$ cat config.mk
export PLATFORM = sky130hd
export DESIGN_NAME = gesture_swipe_detector
export DESIGN_NICKNAME = d
export VERILOG_FILES = /design/src/rtl/gesture_swipe_detector.sv
export SDC_FILE = /design/constraint.sdc
export NUM_CORES = 1
export LEC_CHECK = 0
export BUFFER_PORTS_ARGS = -buffer_cell sky130_fd_sc_hd__buf_2
export CORE_ASPECT_RATIO = 0.8
export CORE_UTILIZATION = 32
export CTS_BUF_LIST = sky130_fd_sc_hd__clkbuf_4
export CTS_CLUSTER_DIAMETER = 150
export DETAILED_ROUTE_END_ITERATION = 10
export GPL_TIMING_DRIVEN = 0
export MAX_ROUTING_LAYER = met4
export PLACE_DENSITY = 0.59
export SLEW_MARGIN = 25
export SYNTH_ARGS = -nofsm -noshare
export SYNTH_HDL_FRONTEND = slang
export SYNTH_SLANG_ARGS = --single-unit
$ cat constraint.sdc
create_clock -name clock -period 9.8 [get_ports clock]
set_input_delay 1.96 -clock clock [delete_from_list [all_inputs] [get_ports clock]]
set_output_delay 1.96 -clock clock [all_outputs]
set_load 0.02 [all_outputs]
$ cat src/rtl/gesture_swipe_detector.sv
// Two-hand swipe recogniser: each hand walks centre strip -> DEPTH strips outward -> back to centre
// inside the lower y band; completed hands are paired (or taken singly) into a one-cycle gesture pulse.
module gesture_swipe_detector #(
  parameter int unsigned MAX_X       = 1023,
  parameter int unsigned MAX_Y       = 767,
  parameter int unsigned ZONES       = 5,
  parameter int unsigned DEPTH       = 2,
  parameter int unsigned Y_LO        = 2 * MAX_Y / 3,
  parameter int unsigned TIMEOUT     = 1000000,
  parameter int unsigned PAIR_WINDOW = 500000,
  parameter int unsigned TWO_HAND    = 1,
  localparam int unsigned COORD_W    = 16,
  localparam int unsigned PHASE_W    = 3,
  localparam int unsigned STEP_W     = 4
) (
  input  logic               clock,
  input  logic               reset,
  input  logic               coord_valid,
  input  logic [COORD_W-1:0] x1,
  input  logic [COORD_W-1:0] y1,
  input  logic [COORD_W-1:0] x2,
  input  logic [COORD_W-1:0] y2,
  output logic               gesture_pulse,
  output logic [PHASE_W-1:0] left_phase,
  output logic [PHASE_W-1:0] right_phase,
  output logic [STEP_W-1:0]  left_step,
  output logic [STEP_W-1:0]  right_step
);

  localparam int unsigned CNT_W    = 32;
  localparam int unsigned DISP_W   = STEP_W + 2;
  localparam int unsigned CENTRE_Z = ZONES / 2;

  typedef enum logic [PHASE_W-1:0] {
    PH_IDLE   = 3'd0,
    PH_CENTER = 3'd1,
    PH_OUT    = 3'd2,
    PH_IN     = 3'd3,
    PH_DONE   = 3'd4
  } phase_t;

  phase_t             phase_q [2];
  phase_t             phase_d [2];
  logic [STEP_W-1:0]  step_q  [2];
  logic [STEP_W-1:0]  step_d  [2];
  logic [CNT_W-1:0]   prog_q  [2];
  logic [CNT_W-1:0]   prog_d  [2];
  logic [CNT_W-1:0]   pair_q  [2];
  logic [CNT_W-1:0]   pair_d  [2];

  logic [COORD_W-1:0] hand_x  [2];
  logic [COORD_W-1:0] hand_y  [2];
  logic [DISP_W-1:0]  disp_c  [2];
  logic               ok_c    [2];
  logic               hold_c  [2];
  logic               fwd_c   [2];
  logic               back_c  [2];
  logic               fire_c;

  // Strip index of x: highest k whose lower boundary k*(MAX_X+1)/ZONES is <= x.
  function automatic logic [STEP_W-1:0] zone_of(input logic [COORD_W-1:0] x);
    logic [STEP_W-1:0] z;
    z = '0;
    for (int unsigned k = 1; k < ZONES; k++) begin
      if (32'(x) >= (k * (MAX_X + 1)) / ZONES) z = STEP_W'(k);
    end
    return z;
  endfunction

  assign hand_x[0] = x1;
  assign hand_x[1] = x2;
  assign hand_y[0] = y1;
  assign hand_y[1] = y2;

  // Displacement from centre in each hand's own outward direction (negative values wrap and never match).
  always_comb begin
    for (int h = 0; h < 2; h++) begin
      ok_c[h]   = (32'(hand_x[h]) <= MAX_X) && (32'(hand_y[h]) > Y_LO) && (32'(hand_y[h]) <= MAX_Y);
      disp_c[h] = (h == 0) ? DISP_W'(CENTRE_Z) - DISP_W'(zone_of(hand_x[h]))
                           : DISP_W'(zone_of(hand_x[h])) - DISP_W'(CENTRE_Z);
      hold_c[h] = ok_c[h] && (disp_c[h] == DISP_W'(step_q[h]));
      fwd_c[h]  = ok_c[h] && (disp_c[h] == DISP_W'(step_q[h]) + DISP_W'(1));
      back_c[h] = ok_c[h] && (disp_c[h] == DISP_W'(step_q[h]) - DISP_W'(1));
    end
  end

  // Per-hand next state, progress timeout and pairing window.
  always_comb begin
    fire_c = (TWO_HAND != 0) ? (phase_q[0] == PH_DONE && phase_q[1] == PH_DONE)
                             : (phase_q[0] == PH_DONE || phase_q[1] == PH_DONE);
    for (int h = 0; h < 2; h++) begin
      phase_d[h] = phase_q[h];
      step_d[h]  = step_q[h];
      prog_d[h]  = '0;
      pair_d[h]  = '0;

      if (coord_valid) begin
        case (phase_q[h])
          PH_IDLE: begin
            if (hold_c[h]) begin
              phase_d[h] = PH_CENTER;
              step_d[h]  = '0;
            end
          end
          PH_CENTER: begin
            if (fwd_c[h]) begin
              phase_d[h] = PH_OUT;
              step_d[h]  = STEP_W'(1);
            end else if (!hold_c[h]) begin
              phase_d[h] = PH_IDLE;
              step_d[h]  = '0;
            end
          end
          PH_OUT: begin
            if (fwd_c[h] && step_q[h] < STEP_W'(DEPTH)) begin
              step_d[h] = step_q[h] + STEP_W'(1);
            end else if (back_c[h] && step_q[h] == STEP_W'(DEPTH)) begin
              phase_d[h] = (DEPTH == 1) ? PH_DONE : PH_IN;
              step_d[h]  = STEP_W'(DEPTH - 1);
            end else if (!hold_c[h]) begin
              phase_d[h] = PH_IDLE;
              step_d[h]  = '0;
            end
          end
          PH_IN: begin
            if (back_c[h]) begin
              phase_d[h] = (step_q[h] == STEP_W'(1)) ? PH_DONE : PH_IN;
              step_d[h]  = step_q[h] - STEP_W'(1);
            end else if (!hold_c[h]) begin
              phase_d[h] = PH_IDLE;
              step_d[h]  = '0;
            end
          end
          default: ;
        endcase
      end

      // An advancing sample clears the counter; only a stationary hand can time out.
      if ((phase_q[h] == PH_CENTER || phase_q[h] == PH_OUT || phase_q[h] == PH_IN) &&
          phase_d[h] == phase_q[h] && step_d[h] == step_q[h]) begin
        if (prog_q[h] >= CNT_W'(TIMEOUT - 1)) begin
          phase_d[h] = PH_IDLE;
          step_d[h]  = '0;
        end else begin
          prog_d[h] = (prog_q[h] == '1) ? prog_q[h] : prog_q[h] + CNT_W'(1);
        end
      end

      if (phase_q[h] == PH_DONE) begin
        if (fire_c || pair_q[h] >= CNT_W'(PAIR_WINDOW - 1)) begin
          phase_d[h] = PH_IDLE;
          step_d[h]  = '0;
        end else begin
          pair_d[h] = (pair_q[h] == '1) ? pair_q[h] : pair_q[h] + CNT_W'(1);
        end
      end
    end
  end

  // State, counters and the gesture pulse register.
  always_ff @(posedge clock) begin
    if (reset) begin
      for (int h = 0; h < 2; h++) begin
        phase_q[h] <= PH_IDLE;
        step_q[h]  <= '0;
        prog_q[h]  <= '0;
        pair_q[h]  <= '0;
      end
      gesture_pulse <= 1'b0;
    end else begin
      for (int h = 0; h < 2; h++) begin
        phase_q[h] <= phase_d[h];
        step_q[h]  <= step_d[h];
        prog_q[h]  <= prog_d[h];
        pair_q[h]  <= pair_d[h];
      end
      gesture_pulse <= fire_c;
    end
  end

  assign left_phase  = phase_q[0];
  assign right_phase = phase_q[1];
  assign left_step   = step_q[0];
  assign right_step  = step_q[1];

endmodule

==> impl_metrics.ini, run 1 <==
[cts]
cts_max_level = 4
cts_resized = 0
ctsLongestPathBuffers = 2
clk_pin_slew_ns = 0.11
cts-buffers-inserted = 17
cts.sinks = 143
clkLatencyLatePin_ns = 0.54
ctsRootBufferMaster = clkbuf_4
cts_tree = yes
cts_setup_buffers = 0
hold_buffers = 0

[sta]
tightest_slew_ns = 0.7089
postLayoutSetupSlackWorst_ns = 3.562
tns_ns = 0
maxSlewHeadroom_pct = 52.30
fin_skew_ns = 0.02291
fin_crit_ns = 6.238
finalHoldViolCount = 0
rsz0062_at_grt = false
maxClockFrequency_ghz = 0.1603
slew_violations = 0
setup_violations = 0
min_period_over_period_pct = 63.65

[synth]
synth_area_sq_um = 7282
synth_seq_area_share_pct = 39.31
yosysWarnings = 0
yosys.area.top_type_share_pct = 39.31
synth_edf_count = 0
synthMostInstantiatedCell = dfxtp_1
ys.flop_type = dfxtp_1
synth_top_cells_by_count = 143 x dfxtp_1, 139 x nor2_1, 81 x nand2_1, 49 x nand4_1, 47 x xor2_1
synthCells = 880
synth_cell_types = 71
synth_area_leader_cell = dfxtp_1
ys_seq_elements = 143
synth.top_cells.by_area = dfxtp_1 39%, nor2_1 7.2%, xor2_1 5.7%
avgSynthCellArea_sq_um = 8.275
async_flop_share_pct = 0

[worst_setup_path]
r2r_slack_ns = 5.39
arrival_ns = 6.71
crit_start = x1[2]
critPathLaunchType = input pin
reg2reg_from = step_q[0][0]$_SDFF_PP0_
cp.required_ns = 10.27
crit_family = simple AND/OR/NAND/NOR gates
slowest_delay_ns = 0.47
ff2ff_path_depth = 14
cp-end-kind = register
worstPathCellList = buf_2 -> nor3_1 -> o221ai_1 -> o21a_1 -> nand2b_1 -> inv_1 -> ha_1 -> inv_1 -> ha_1 -> clkbuf_1 -> xor2_1 -> nor2_1 -> nand4_1 -> nor3_2 -> and2_0 -> clkbuf_1 -> o21ai_0 -> and4_1 -> nor4_1 -> nand4_1 -> buf_2 -> nor2_1
timing.rr.end = prog_q[0][14]$_SDFFE_PP0P_
crit_buf_inv = 6
worstPathMaxFanout = 10
critPathKind = input pin to register
critPathSlowestCell = nor4_1

[hold_path]
hold_path_depth = 2
hold-path-endpoint = pair_q[0][18]$_SDFFE_PP0P_
hp-start = pair_q[0][18]$_SDFFE_PP0P_
hold_path.class = register to register

[flow_run]
cap_viol_max_count = 0

[pwr]
power_frac_clock_pct = 37.3
switchingPower_mw = 0.2657
ir_drop_v = 0.0001279
seqPwrFrac_pct = 55.1
p_leak_nw = 3.054
power_mw = 1.095
powerDensity_nw_per_um2 = 129.1
power.internal_mw = 0.8292
pwr-share-comb_pct = 7.6
netSwitchingFraction_pct = 24.27

[finish]
fillers = 2249
seq_area_sq_um = 2863
final_util_pct = 38.70
multi_input_area_sq_um = 4417
syn2layout_area_growth_pct = 16.49
drive_gt1_share_pct = 11.12
final_nets = 1095
design_area_sq_um = 8483

[route]
drt_first_pass_iters = 5
wl_mm = 16.30
via_count = 6608
viasPerCell = 4.980
drt_first_iter_violations = 582
remaining_drc_errors = 0
ant_nets = 0
wl_per_cell_microns = 12.28

[grt]
antenna_found_initial = 2
grt_pass1_vias = 5869
grt_max_degree = 17
grtUsageTotal_pct = 14.94
grt_first_pass_wirelength_mm = 27.45
grt_remaining_overflow = 0

[die]
io_pins = 82
die_w_microns = 170.7
dieHeight_microns = 136.9
row_count = 48
dieArea_sq_um = 23370
coreArea_sq_um = 21920
start_util_pct = 33.22

[outcome]
status = completed

[placed_design]
hpwl_mm = 12.20
gp_congestion = 0.9347
io_buffers = 65
placed_area_sq_um = 8167
dpl_worst_slack_ns = 3.157
-- registers in the layout (all words and copies together) (netlist names) --
register	cells
pair_q	64
prog_q	64
step_q	8
phase_q	6
gesture_pulse	1
-- power by group through the flow --
stage	Sequential [mW]	Clock, mW	Combinational (mW)
after floorplan	0.616	0	0.0505
after global placement	0.616	0	0.0812
after detailed placement	0.616	0	0.0809
after CTS	0.603	0.424	0.0812
after global routing	0.605	0.451	0.0920
final	0.603	0.409	0.0828
-- cells by family (layout without fill, tap and decap cells) --
kind of cell,count (synthesis),count (layout),share of synthesized area [%]
xor+xnor,79,79,9.502
flops,143,143,39.31
fa+ha+maj,15,15,2.577
compound gates,133,133,13.37
simple gates,458,458,31.79
buf+inv,45,141,2.560
other cells,1,52,0.05150
mux,6,6,0.8419
-- final cells by class --
type,count,area share (%)
Clock buffer,19,1.681
Buffer,27,1.401
Inverter,18,0.7965
Tap cell,300,4.425
Clock inverter,12,1.991
Antenna cell,2,0.05900
Sequential cell,143,33.75
Multi-Input combinational cell,741,52.06
Timing Repair Buffer,65,3.835
-- worst max-delay path by stage --
stage / to / slack [ns] / depth (start not counted)
after floorplan: prog_q[0][1]$_SDFFE_PP0P_ / 4.20 / 20
after global placement: prog_q[0][6]$_SDFFE_PP0P_ / 3.13 / 22
after detailed placement: prog_q[0][16]$_SDFFE_PP0P_ / 3.16 / 22
after CTS: prog_q[0][16]$_SDFFE_PP0P_ / 3.73 / 22
after global routing: prog_q[0][11]$_SDFFE_PP0P_ / 3.09 / 22
final: prog_q[0][14]$_SDFFE_PP0P_ / 3.56 / 22
-- metrics by stage --
| stage | hold slack (ns) | cells |
|---|---|---|
| detailed placement | 0.4539 | 1294 |
| global route | 0.5115 | 1327 |
| floorplan | 0.4369 | 929 |
| global placement | 0.4481 | 1294 |
| CTS | 0.4817 | 1325 |
| finish | 0.4772 | 1327 |
-- worst register-to-register path: stages, from the launching register on --
cell and delay [ns]:
dfxtp_1 0.47, clkbuf_1 0.39, inv_1 0.21, ha_1 0.40
xor2_1 0.29, a21boi_0 0.21, o2111a_1 0.22, o21ai_1 0.23
nand2b_1 0.27, o21a_1 0.25, a211o_1 0.29, nor4_1 0.52
nand4_1 0.23, buf_2 0.24, nor2_1 0.12
-- cells in the final DEF (no fill, tap or decap), drive strengths merged, types with 8 or more instances in the layout --
| master | count |
|---|---|
| and3 | 25 |
| nor3 | 34 |
| nand4 | 49 |
| or4 | 10 |
| and4 | 8 |
| dfxtp | 143 |
| clkbuf | 42 |
| nor4 | 28 |
| a211oi | 12 |
| o31ai | 8 |
| inv | 18 |
| o21ai | 20 |
| buf | 69 |
| nor2 | 139 |
| nand2 | 81 |
| xor2 | 47 |
| a21oi | 22 |
| or3 | 12 |
| xnor2 | 32 |
| nand2b | 9 |
| a211o | 8 |
| conb | 50 |
| and2 | 12 |
| o21a | 9 |
| ha | 15 |
| nand3 | 33 |
-- metal layers --
layer	track usage [%]	vias to the layer above	wire length [microns]
met4	6.006	0	332
met2	21.27	193	6704
li1	-	3435	-
met1	20.15	2953	8389
met5	-	-	0
met3	3.557	27	875
No activity file was read; power rests on OpenSTA's default activity.
==> inputs of run 2 (changes only) <==
--- a/config.mk
+++ b/config.mk
@@ -5,6 +5,7 @@
 export SDC_FILE = /design/constraint.sdc
 export NUM_CORES = 1
 export LEC_CHECK = 0
+export ABC_AREA = 1
 export BUFFER_PORTS_ARGS = -buffer_cell sky130_fd_sc_hd__buf_2
 export CORE_ASPECT_RATIO = 0.8
 export CORE_UTILIZATION = 32
==> constraint.sdc (replaced) <==
create_clock -name clock -period 6.5 [get_ports clock]
set_input_delay 1.3 -clock clock [delete_from_list [all_inputs] [get_ports clock]]
set_output_delay 1.3 -clock clock [all_outputs]
set_load 0.02 [all_outputs]
==> run 2 against run 1 <==
Effect of this change: the run now ends with DRC left; first-iteration DRC count decreased by 2.4%; via count grew 14%; non-clock buffer count decreased by 9; synthesized cell count is 32% higher; utilization decreased by 0.83 points; total power rose by 54%; final cell count is 23% higher; hold slack gained 0.0073 ns; worst setup slack lost 1.7 ns; highest routed layer unchanged.
==> impl_metrics.ini, run 2 <==
[route]
wl_mm = 17.61
wl_per_cell_microns = 10.82
viasPerCell = 4.621
drt_first_pass_iters = 11
via_count = 7523
remaining_drc_errors = 5
ant_nets = 0
drt_first_iter_violations = 568

[grt]
grt_pass1_vias = 6985
grt_first_pass_wirelength_mm = 31.52
grtUsageTotal_pct = 14.99
antenna_found_initial = 1
grt_remaining_overflow = 0
grt_max_degree = 17

[worst_setup_path]
cp-end-kind = register
critPathKind = input pin to register
critPathLaunchType = input pin
cp.required_ns = 6.93
ff2ff_path_depth = 18
arrival_ns = 5.06
worstPathMaxFanout = 6

[flow_run]
cap_viol_max_count = 0

[sta]
slew_violations = 0
min_period_over_period_pct = 71.22
tns_ns = 0
setup_violations = 0
finalHoldViolCount = 0
fin_crit_ns = 4.629
fin_skew_ns = 0.01759
maxClockFrequency_ghz = 0.2160
rsz0062_at_grt = false
fin_hold_ws_ns = 0.4845
maxSlewHeadroom_pct = 44.73
tightest_slew_ns = 0.8227

[synth]
ys.flop_type = dfxtp_1
synth_top_cells_by_count = 209 x nand2_1, 151 x inv_1, 143 x dfxtp_1, 141 x nor2_1, 115 x nand3_1
synthAdderAreaFrac_pct = 2.317
yosys.area_share.simple_pct = 39.52
synth_area_leader_cell = dfxtp_1
yosys.area.top_type_share_pct = 35.35
synth.top_cells.by_area = dfxtp_1 35%, nand2_1 9.7%, nand3_1 7.1%
synthCells = 1163
synth_edf_count = 0
synth_xor_area_share_pct = 5.824
synth_cell_types = 51
synth_area_sq_um = 8099
synthMostInstantiatedCell = nand2_1
synth_compound_area_share_pct = 7.956
synth_seq_area_share_pct = 35.35
async_flop_share_pct = 0
avgSynthCellArea_sq_um = 6.964
synthMuxAreaShare_pct = 0.2626
ys_seq_elements = 143
synth_top_family_by_area = simple AND/OR/NAND/NOR gates
yosysWarnings = 0

[cts]
cts_resized = 0
ctsRootBufferMaster = clkbuf_4
cts_tree = yes
cts-buffers-inserted = 17
cts.sinks = 143
hold_buffers = 0
ctsLongestPathBuffers = 2
cts_max_level = 4
clkLatencyLatePin_ns = 0.52
clk_pin_slew_ns = 0.12
cts_setup_buffers = 0

[finish]
layout_commonest_cell = nand2_1
syn2layout_area_growth_pct = 14.86
largestRegisters = pair_q: 64 flops, prog_q: 64 flops, step_q: 8 flops
design_area_sq_um = 9303
final_cell_mix = 209 x nand2_1, 151 x inv_1, 143 x dfxtp_1, 141 x nor2_1, 115 x nand3_1
fillers = 2629
final_nets = 1378
drive_gt1_share_pct = 14.97

[placed_design]
io_buffers = 65
gp_congestion = 0.9344
hpwl_mm = 13.75
placed_area_sq_um = 9006

[pwr]
powerDensity_nw_per_um2 = 180.7
ir_drop_v = 0.0001462
p_leak_nw = 3.900
power_mw = 1.681

[die]
die_w_microns = 179.9
row_count = 51
dieArea_sq_um = 25950
io_pins = 82
start_util_pct = 32.97
dieHeight_microns = 144.3
coreArea_sq_um = 24570

[hold_path]
hold_path.class = register to register
hold_path_depth = 2

[outcome]
violations = DRC
status = complete, but fails checks
run 2: cell types whose count changed in the layout (fill, tap and decap cells not counted), moves of 17 or more:
cell     change
xnor2_1     -17
inv_1      +133
nand3_1     +82
nor2_2      +42
and3_1      -22
nand2_1    +128
run 2: power by group:
part | switching, mW | leakage, nW | internal [mW]
sequential | 0.0132 | 1.17 | 0.898
clock | 0.312 | 0.164 | 0.276
combinational | 0.121 | 2.56 | 0.0609
run 2: layer usage:
layer	share of wire (%)	global-route usage, %
met5	0	-
met4	0.94	3.584
met3	4.3	3.425
met2	42	23.06
met1	53	19.89
run 2: cell type report:
type / instances / area (sq um) / area share, %
flip-flops and latches: 143 / 2863 / 30.77
inverters: 160 / 600.6 / 6.456
diodes: 1 / 2.502 / 0.02690
multi-input cells: 891 / 4713 / 50.67
repair buffers: 65 / 325.3 / 3.497
plain buffers: 18 / 106.4 / 1.143
well taps: 318 / 397.9 / 4.277
clock buffers: 20 / 150.1 / 1.614
clock inverters: 12 / 143.9 / 1.547
run 2: logic make-up (layout without fill, tap and decap cells):
group           Yosys count  after routing
fa+ha+maj                15             15
flops                   143            143
compound gates          108            108
xor+xnor                 53             53
mux                       2              2
other cells               1             51
buf+inv                 178            275
simple gates            663            663
run 2: critical path: stages:
cell and delay, ns:
buf_2 0.11, nor2_4 0.14, nand4_4 0.14, nor2_1 0.15, nand2_1 0.06, nand2_1 0.07, nand2_2 0.09, nand2_4 0.10
inv_1 0.07, ha_1 0.19, inv_1 0.06, ha_1 0.21, clkbuf_1 0.18, xor2_1 0.20, nor4_1 0.23, nand2_1 0.11
a21oi_2 0.30, nand4_1 0.22, nand3_1 0.13, nand2_1 0.05, nor2_1 0.11, nand2_1 0.08, nand3_1 0.07, nand2_1 0.09
nor3_2 0.17, nand3_1 0.25, nand2_1 0.14, inv_1 0.05
run 2: path summary, 6_finish.rpt:
| path | from | to | slack, ns |
|---|---|---|---|
| worst min-delay path | pair_q[0][36]$_SDFFE_PP0P_ | pair_q[0][36]$_SDFFE_PP0P_ | 0.48 |
| worst max-delay path | x1[11] | step_q[0][3]$_SDFF_PP0_ | 1.87 |
| worst max register to register | step_q[0][0]$_SDFF_PP0_ | step_q[0][3]$_SDFF_PP0_ | 3.16 |
| worst min register to register | pair_q[0][36]$_SDFFE_PP0P_ | pair_q[0][36]$_SDFFE_PP0P_ | 0.48 |
run 2: per-stage QoR:
stage               instances  utilization, %  worst slack, ns
finish                   1628           37.87            1.871
global route             1628           37.87            1.496
CTS                      1627           37.86            1.971
detailed placement       1595           36.66            1.379
global placement         1595           36.66            1.326
floorplan                1212               -            2.118
==> inputs of run 3 (changes only) <==
--- a/config.mk
+++ b/config.mk
@@ -14,7 +14,7 @@
 export DETAILED_ROUTE_END_ITERATION = 10
 export GPL_TIMING_DRIVEN = 0
 export MAX_ROUTING_LAYER = met4
-export PLACE_DENSITY = 0.59
+export PLACE_DENSITY = 0.6
 export SLEW_MARGIN = 25
 export SYNTH_ARGS = -nofsm -noshare
 export SYNTH_HDL_FRONTEND = slang
==> constraint.sdc (replaced) <==
create_clock -name clock -period 3.7 [get_ports clock]
set_input_delay 0.74 -clock clock [delete_from_list [all_inputs] [get_ports clock]]
set_output_delay 0.74 -clock clock [all_outputs]
set_load 0.02 [all_outputs]
==> run 3 against run 2 <==
Effect of this change: first-iteration DRC count down 17%; non-clock buffer count up 4; worst setup slack worse by 1.7 ns; final cell count up 0.18%; via count up 1.4%; sequential power up 76%; global-route usage up 0.51 points; the flow now finishes without violations; hold slack worse by 0.0069 ns.
==> impl_metrics.ini, run 3 (synthesized netlist as in run 2, its figures left out) <==
[finish]
final_nets = 1382
seq_area_sq_um = 2863
antenna_cells = 0
final_util_pct = 38.88
final_cell_mix = 208 x nand2_1, 147 x inv_1, 143 x dfxtp_1, 138 x nor2_1, 113 x nand3_1
design_area_sq_um = 9553
layout_commonest_cell = nand2_1
fillers = 2556
drive_gt1_share_pct = 16.53
largestRegisters = pair_q: 64 flops, prog_q: 64 flops, step_q: 8 flops
syn2layout_area_growth_pct = 17.95
multi_input_area_sq_um = 4897

[die]
row_count = 51
dieArea_sq_um = 25950
dieHeight_microns = 144.3
coreArea_sq_um = 24570
start_util_pct = 32.97
die_w_microns = 179.9
io_pins = 82

[cts]
cts_max_level = 4
cts-buffers-inserted = 17
ctsRootBufferMaster = clkbuf_4
cts.sinks = 143
clkLatencyLatePin_ns = 0.58
clk_pin_slew_ns = 0.12
hold_buffers = 0
cts_tree = yes
ctsLongestPathBuffers = 2

[sta]
min_period_over_period_pct = 96.65
postLayoutSetupSlackWorst_ns = 0.1240
fin_crit_ns = 3.576
tns_ns = 0
fin_skew_ns = 0.01698
tightest_slew_ns = 0.9298
maxClockFrequency_ghz = 0.2796
slew_violations = 0
finalHoldViolCount = 0
setup_violations = 0
maxSlewHeadroom_pct = 37.54
rsz0062_at_grt = true

[placed_design]
gp_congestion = 0.9190
io_buffers = 65
hpwl_mm = 14.55
placed_area_sq_um = 9069
dpl_worst_slack_ns = -0.6371

[route]
remaining_drc_errors = 0
ant_nets = 0
drt_first_pass_iters = 7
via_count = 7629
wl_per_cell_microns = 11.65
wl_mm = 19.00
viasPerCell = 4.677
drt_first_iter_violations = 469

[grt]
grt_pass1_vias = 6760
grt_max_degree = 17
grt_first_pass_wirelength_mm = 31.57
antenna_found_initial = 0
grtUsageTotal_pct = 15.50
grt_remaining_overflow = 0

[worst_setup_path]
critPathMostFrequentCell = nand2_1
cp.depth = 24
reg2reg_from = step_q[0][0]$_SDFF_PP0_
cp.required_ns = 4.22
crit_family = simple AND/OR/NAND/NOR gates
timing.rr.end = prog_q[0][2]$_SDFFE_PP0P_
critPathSlowestCell = ha_4
critPathLaunchType = input pin
cp-end-kind = register
ff2ff_path_depth = 18
worstPathCellList = buf_6 -> nor2_4 -> nand4_4 -> nor2_4 -> nor2_1 -> nand2_4 -> and2_4 -> ha_4 -> inv_2 -> ha_4 -> xor2_1 -> nand3_1 -> nor3_2 -> nand3_2 -> o21ai_0 -> nand2_1 -> nand3_1 -> nor2_1 -> nand2_1 -> nand2_1 -> nor3_4 -> nand3_4 -> clkbuf_16 -> nor2_2
arrival_ns = 4.10
crit_buf_inv = 3
r2r_slack_ns = 0.32
worstPathMaxFanout = 5
critPathKind = input pin to register
slowest_delay_ns = 0.32

[hold_path]
hold_path.class = input pin to register
hp-start = coord_valid
hold-path-endpoint = phase_q[0][5]$_SDFF_PP0_
hold_path_depth = 3

[pwr]
ir_drop_v = 0.0001511
p_leak_nw = 3.930
power_mw = 2.874
powerDensity_nw_per_um2 = 300.9

[flow_run]
cap_viol_max_count = 0

[outcome]
status = completed
## run 3: how the worst max path moves through the flow
stage	from	end
6_report	x1[10]	prog_q[0][2]$_SDFFE_PP0P_
2_1_floorplan	x1[10]	prog_q[0][15]$_SDFFE_PP0P_
5_1_grt	x1[5]	prog_q[0][1]$_SDFFE_PP0P_
3_5_place_dp	x1[10]	step_q[0][2]$_SDFF_PP0_
4_1_cts	x1[10]	prog_q[0][0]$_SDFFE_PP0P_
3_3_place_gp	x1[10]	step_q[0][2]$_SDFF_PP0_
## run 3: power breakdown
part / leakage [nW] / total (mW) / switching, mW / internal (mW)
Clock: 0.131 / 0.933 / 0.586 / 0.347
Sequential: 1.17 / 1.60 / 0.0236 / 1.58
Combinational: 2.63 / 0.341 / 0.228 / 0.113
Total: 3.93 / 2.87 / 0.837 / 2.04
## run 3: layout make-up
class | count | area share (%)
Clock buffer | 19 | 1.493
Multi-Input combinational cell | 891 | 51.26
Clock inverter | 13 | 1.231
Buffer | 17 | 1.205
Tap cell | 318 | 4.165
Timing Repair Buffer | 70 | 4.361
Sequential cell | 143 | 29.97
Inverter | 160 | 6.313
## run 3: worst register-to-register path, delay by kind of cell, from the launching register on
kind / cells / cell delay, ns
AOI/OAI and AO/OA: 1 / 0.10
adders and majority gates: 1 / 0.29
DFF: 1 / 0.41
and+or+nand+nor: 11 / 1.47
buffers and inverters: 3 / 0.67
xor gates and xnor gates: 2 / 0.38
## run 3: per-layer routing
layer | vias to the layer above | share of wire, % | global-route usage (%)
met5 | - | 0 | -
met1 | 3373 | 52 | 21.21
li1 | 4073 | - | -
met3 | 28 | 4.5 | 3.374
met2 | 155 | 42 | 22.32
met4 | 0 | 1.9 | 5.490
## run 3: through the flow
| stage | hold slack [ns] | instances |
|---|---|---|
| 2_1_floorplan | 0.4385 | 1212 |
| 3_3_place_gp | 0.4517 | 1595 |
| 3_5_place_dp | 0.4623 | 1595 |
| 4_1_cts | 0.4403 | 1627 |
| 5_1_grt | 0.4355 | 1631 |
| 6_report | 0.4777 | 1631 |
## run 3: timing repair
| item | 4_1_cts | 5_1_grt |
|---|---|---|
| setup buffers | 0 | 3 |
| pin swaps | 1 | 12 |
| setup endpoints to repair | 6 | 26 |
| gates cloned | 0 | 2 |
| resized for setup | 0 | 34 |
